## src/rtl/transmission8_link.sv

```systemverilog
// Registered 8-channel time-multiplexed link: an 8:1 mux stage feeds a single-bit
// wire that a 1:8 demux stage delivers back onto the same channel; unselected lines idle.
module transmission8_link #(
    parameter int   WIDTH      = 8,
    parameter logic IDLE_LEVEL = 1'b1
) (
    input  logic             clk,
    input  logic             rst,
    input  logic [WIDTH-1:0] iData,
    input  logic             A,
    input  logic             B,
    input  logic             C,
    output logic [WIDTH-1:0] oData
);

    logic [2:0]       sel_d;
    logic [2:0]       sel_q;
    logic             bit_d;
    logic             bit_q;
    logic [WIDTH-1:0] oData_d;
    logic [WIDTH-1:0] oData_q;

    // Stage 1: the channel select and its data bit are sampled together.
    always_comb begin
        sel_d = {A, B, C};
        bit_d = iData[sel_d];
    end

    always_ff @(posedge clk or posedge rst) begin
        if (rst) begin
            bit_q <= IDLE_LEVEL;
            sel_q <= 3'd0;
        end else begin
            bit_q <= bit_d;
            sel_q <= sel_d;
        end
    end

    // Stage 2: only the captured channel carries the bit; the others idle.
    always_comb begin
        oData_d = {WIDTH{IDLE_LEVEL}};
        for (int i = 0; i < WIDTH; i++) begin
            if (3'(i) == sel_q) begin
                oData_d[i] = bit_q;
            end
        end
    end

    always_ff @(posedge clk or posedge rst) begin
        if (rst) begin
            oData_q <= {WIDTH{IDLE_LEVEL}};
        end else begin
            oData_q <= oData_d;
        end
    end

    assign oData = oData_q;

endmodule

```

## config.mk

```make
export PLATFORM = sky130hd
export DESIGN_NAME = transmission8_link
export DESIGN_NICKNAME = d
export VERILOG_FILES = /design/src/rtl/transmission8_link.sv
export SDC_FILE = /design/constraint.sdc
export NUM_CORES = 1
export LEC_CHECK = 0
export CORE_AREA = 8 8 45 47
export DETAILED_ROUTE_END_ITERATION = 8
export DIE_AREA = 0 0 53 55
export GPL_TIMING_DRIVEN = 0
export PLACE_DENSITY = 0.71
export RECOVER_POWER = 25
export SYNTH_ARGS = -nofsm -noshare
export SYNTH_HDL_FRONTEND = slang
export SYNTH_SLANG_ARGS = --single-unit
```

## constraint.sdc

```tcl
create_clock -name clk -period 2.2 [get_ports clk]
set_clock_uncertainty 0.15 [all_clocks]
set_input_delay 0.22 -clock clk [delete_from_list [all_inputs] [get_ports clk]]
set_output_delay 0.22 -clock clk [all_outputs]
set_load 0.1 [all_outputs]
```

=== After elaboration in Yosys (flattened, before gate mapping) ===
Index checks and enable logic that the tools add are counted.

* Register bits after elaboration: 12
* Bits of input ports: 13
* Output and inout port bits: 8
* Word-level logic and storage cells: 22

* Magnitude comparators: 1
* Equality and inequality tests: 7
* Muxes and demuxes: 10
* Reductions and logical operators: 1

{| class="wikitable"
|+ Operators with widths
! cell !! number
|-
| $eq A3 B3 Y1 const A || 4
|-
| $mux W1 || 9
|-
| $eq A2 B3 Y1 const A || 2
|-
| $lt A3 B4 Y1 const B || 1
|-
| $bmux W1 S3 || 1
|-
| $eq A1 B3 Y1 const A || 1
|-
| $logic_not A3 Y1 || 1
|}

=== Longest topological paths before layout ===
* Depth in word-level cells: 2
* Depth in mapped cells: 2
* Gate-level depth less buffers: 2

=== Least setup slack after synthesis ===
No wires, ideal clock.

* Kind: input to register
* Start: input port C
* End: register bit_q
* Setup time: 0.082 ns
* Arrival: 0.986 ns
* Data required time: 1.968 ns
* Setup slack: 0.982 ns
* Cell stages on the path: 2
* Buffers on the path: 0
* Cells stage by stage: mux4_1 > mux2_2

* Cells in the longest elaborated chain, start to end: 2

{| class="wikitable"
|+ Ends and longest elaborated chain
! item !! line !! text
|-
| start, declared || 12 || <nowiki>input logic C,</nowiki>
|-
| $bmux W1 S3 || 26 || <nowiki>bit_d = iData[sel_d];</nowiki>
|-
| $mux W1 (not written as such) || 26 ||
|-
| net bit_d || 18 || <nowiki>logic bit_d;</nowiki>
|-
| end signal, assigned || 34 || <nowiki>bit_q <= bit_d;</nowiki>
|-
| end, declared || 19 || <nowiki>logic bit_q;</nowiki>
|}

The timed path passes the listed nets, and every way through them passes these cells. The select of a mux whose other input is x is not followed.

=== Final worst setup path ===
* Start: register oData_q[1] (netlist: oData[1])
* End: output port oData[1]

{| class="wikitable"
|+ RTL lines
! item !! line !! text
|-
| start, declared || 21 || <nowiki>logic [WIDTH-1:0] oData_q;</nowiki>
|-
| start signal, assigned || 51 || <nowiki>oData_q <= {WIDTH{IDLE_LEVEL}};</nowiki>
|-
| start signal, assigned || 53 || <nowiki>oData_q <= oData_d;</nowiki>
|-
| end, declared || 13 || <nowiki>output logic [WIDTH-1:0] oData</nowiki>
|}

No word-level cell between the ends.

==> results.md <==
* Status: completed
* Critical Path End Type: output pin
* Yosys top cell by area: dfstp_2
* Layout cells sized above 1 at 26.42%
* Leakage power at ~0.27 nW
* FF-to-FF Start: sel_q[0]
* Die Y at about 55 um
* Total Routed Length at 795 um
* CTS tree: yes
* IO Count at 21
* Clk root buf: clkbuf_4
* Sequential area share after synthesis at 71.14%
* Critical Path RT at about 1800 ps
* Post-CTS Hold Buffers at 0
* Detailed Route Iter0 Violations at 2
* Startpoint Class: register
* Max Cap Viol at 0
* TNS Setup at 0 ps
* Fill cells at 126
* Fmax at 0.5011 GHz
* Final Setup Violations at 0
* Count of pins over their slew limit at 0
* Worst slew pin tran at 961.5 ps
* Global-route wire length before repair at 1373 um
* Vias at 308
* Crit path cell chain: dlygate4sd2_1
* Antenna cells at 0
* Worst path top cell family by delay: buffers and inverters
* Fin crit period at 1996 ps
* TritonRoute pass-1 iters at 2
* Top post-synthesis cells by area: dfstp_2 (54%), dfrtp_1 (17%), mux4_1 (12%), nand2_1 (5.1%), nor2b_1 (4.3%)
* Vias per Instance at 4.464
* Initial antenna violation count at 0
* Slew HR at 36.16%
* Number of global-route vias before repair at 343
* Synth cell types at 9
* HPWL after DPL at 669.8 um
* Syn nets at between 40 and 50
* Synth-to-layout area growth at 56.29%
* Period utilization at about nine tenths
* Syn avg cell area at between 15 and 20 um^2
* Clk_lat worst skew at about 260 ps
* Most frequent cells in the layout: dfstp_2 (9), clkdlybuf4s50_1 (8), dlygate4sd2_1 (8)
* Mapped cell area at approximately 440 um^2
* Die area at approximately 0.0029 mm^2
* CTS sink count at 12
* RR Endpoint: oData[6]
* Crit path kind: register to output pin
* Worst Hold Class: input port to asynchronous set/reset pin
* Post-CTS Resized at 8
* Data arrival, critical path at 1630 ps
* CP startpoint: oData[1]
* Nets@finish at 67
* Worst reg2reg path depth at 2
* Htree depth at 1
* Peak VDD IR at 0.0002674 V
* Ys Warns at 0
* I/O Buffers at 20
* Crit-path slowest cell: dlygate4sd2_1
* Syn Inst Count at 29
* Total power at 0.4986 mW
* Largest net degree at the start of global routing at 13
* Chip width at 53 um
* Yosys reg bits at 12
* RSZ-0062 raised after global routing: false
* Core footprint at 0.001384 mm^2
* # rows at 14
* Top-area cell type share of the netlist area at between 50% and 60%
* Crit path capture: oData[1]
* Max stage delay on crit path at 840 ps
* Starting Density at around a third
* Postcts setup bufs at 0
* GRT overflow at 0
* PD cells at 728.5 mW/mm^2
* Clock buffer depth at 2
* Clock slew seen by the registers of the worst setup and hold paths at 70 ps
* Most common cell after layout, fill and taps aside: dfstp_2
* All-Layer GR Usage at 6.715%
* Routed wire per std cell at ~12 um
* Cell count along the critical path at 1
* TritonCTS buffer count at 3
* Remaining routing DRC violations at 0
* Worst R2R Setup Slack at between 1000 and 1500 ps
* Buf/Inv on CP at 1
* GPL Wtd Cong at 0.6264
* Crit-path max FO at 1
* Final hold vios at 0
* Final ANT Viol Nets at 0
## worst reg2reg max path, stage by stage (launching register included)
cell and delay [ps]:
dfrtp_1 380, nor2_1 240, nand3_1 120
## metrics by stage
step / area [um^2] / utilization [%] / setup slack [ps] / hold WS [ps] / cells
2_1_floorplan: 437.9 / - / 982.2 / -71.74 / 29
3_3_place_gp: 658.1 / 47.56 / 210.9 / 335.1 / 65
3_5_place_dp: 658.1 / 47.56 / 204.9 / 342.6 / 65
4_1_cts: 684.4 / 49.46 / 181.5 / 101.0 / 69
5_1_grt: 684.4 / 49.46 / 157.6 / 278.1 / 69
6_report: 684.4 / 49.46 / 204.4 / 229.7 / 69
## layer usage
layer | up-vias | part of all wire, % | global-route usage [%] | wire length (um)
met2 | 19 | 49 | 11.33 | 390
li1 | 147 | - | - | -
met5 | - | 0 | 0 | 0
met1 | 140 | 35 | 5.873 | 278
met4 | 0 | 1.0 | 6.466 | 8
met3 | 2 | 15 | 2.941 | 119
## registers in the layout (all words and copies together) (netlist names)
signal,count
bit_q,1
oData,8
sel_q,3
## cell usage after synthesis
cell type / instances
nor2b_1: 3
mux2_2: 1
nand3_1: 2
dfstp_2: 9
inv_1: 1
mux4_1: 2
nor2_1: 2
nand2_1: 6
dfrtp_1: 3
## worst min-delay path by stage
stage | end | slack [ps]
after global routing | sel_q[1] | 280
after global placement | oData[7] | 340
final | sel_q[2] | 230
after detailed placement | oData[7] | 340
after CTS | sel_q[1] | 100
after floorplan | sel_q[0] | -70
## where the power goes
part	total, mW	internal [mW]	leakage [nW]	switching (mW)
combinational	0.0886	0.0323	0.115	0.0563
clock	0.169	0.100	0.0210	0.0682
sequential	0.241	0.237	0.130	0.00473
total	0.499	0.369	0.265	0.129
## area by class of cell
class | count | area (um^2) | share of cell area (%)
clock buffer | 4 | 36.28 | 5.302
inverter | 1 | 3.754 | 0.5484
multi-input combinational | 16 | 122.6 | 17.92
sequential | 12 | 311.5 | 45.52
tap | 16 | 20.02 | 2.925
timing repair buffer | 20 | 190.2 | 27.79
## cells by family (layout without fill, tap and decap cells)
logic type,Yosys count,in the layout,synth area share (%)
DFF,12,12,71.14
muxes,3,3,14.57
and+or+nand+nor,13,13,13.43
buffers and inverters,1,25,0.8563
Note: power is estimated with default switching activity, not from simulation.
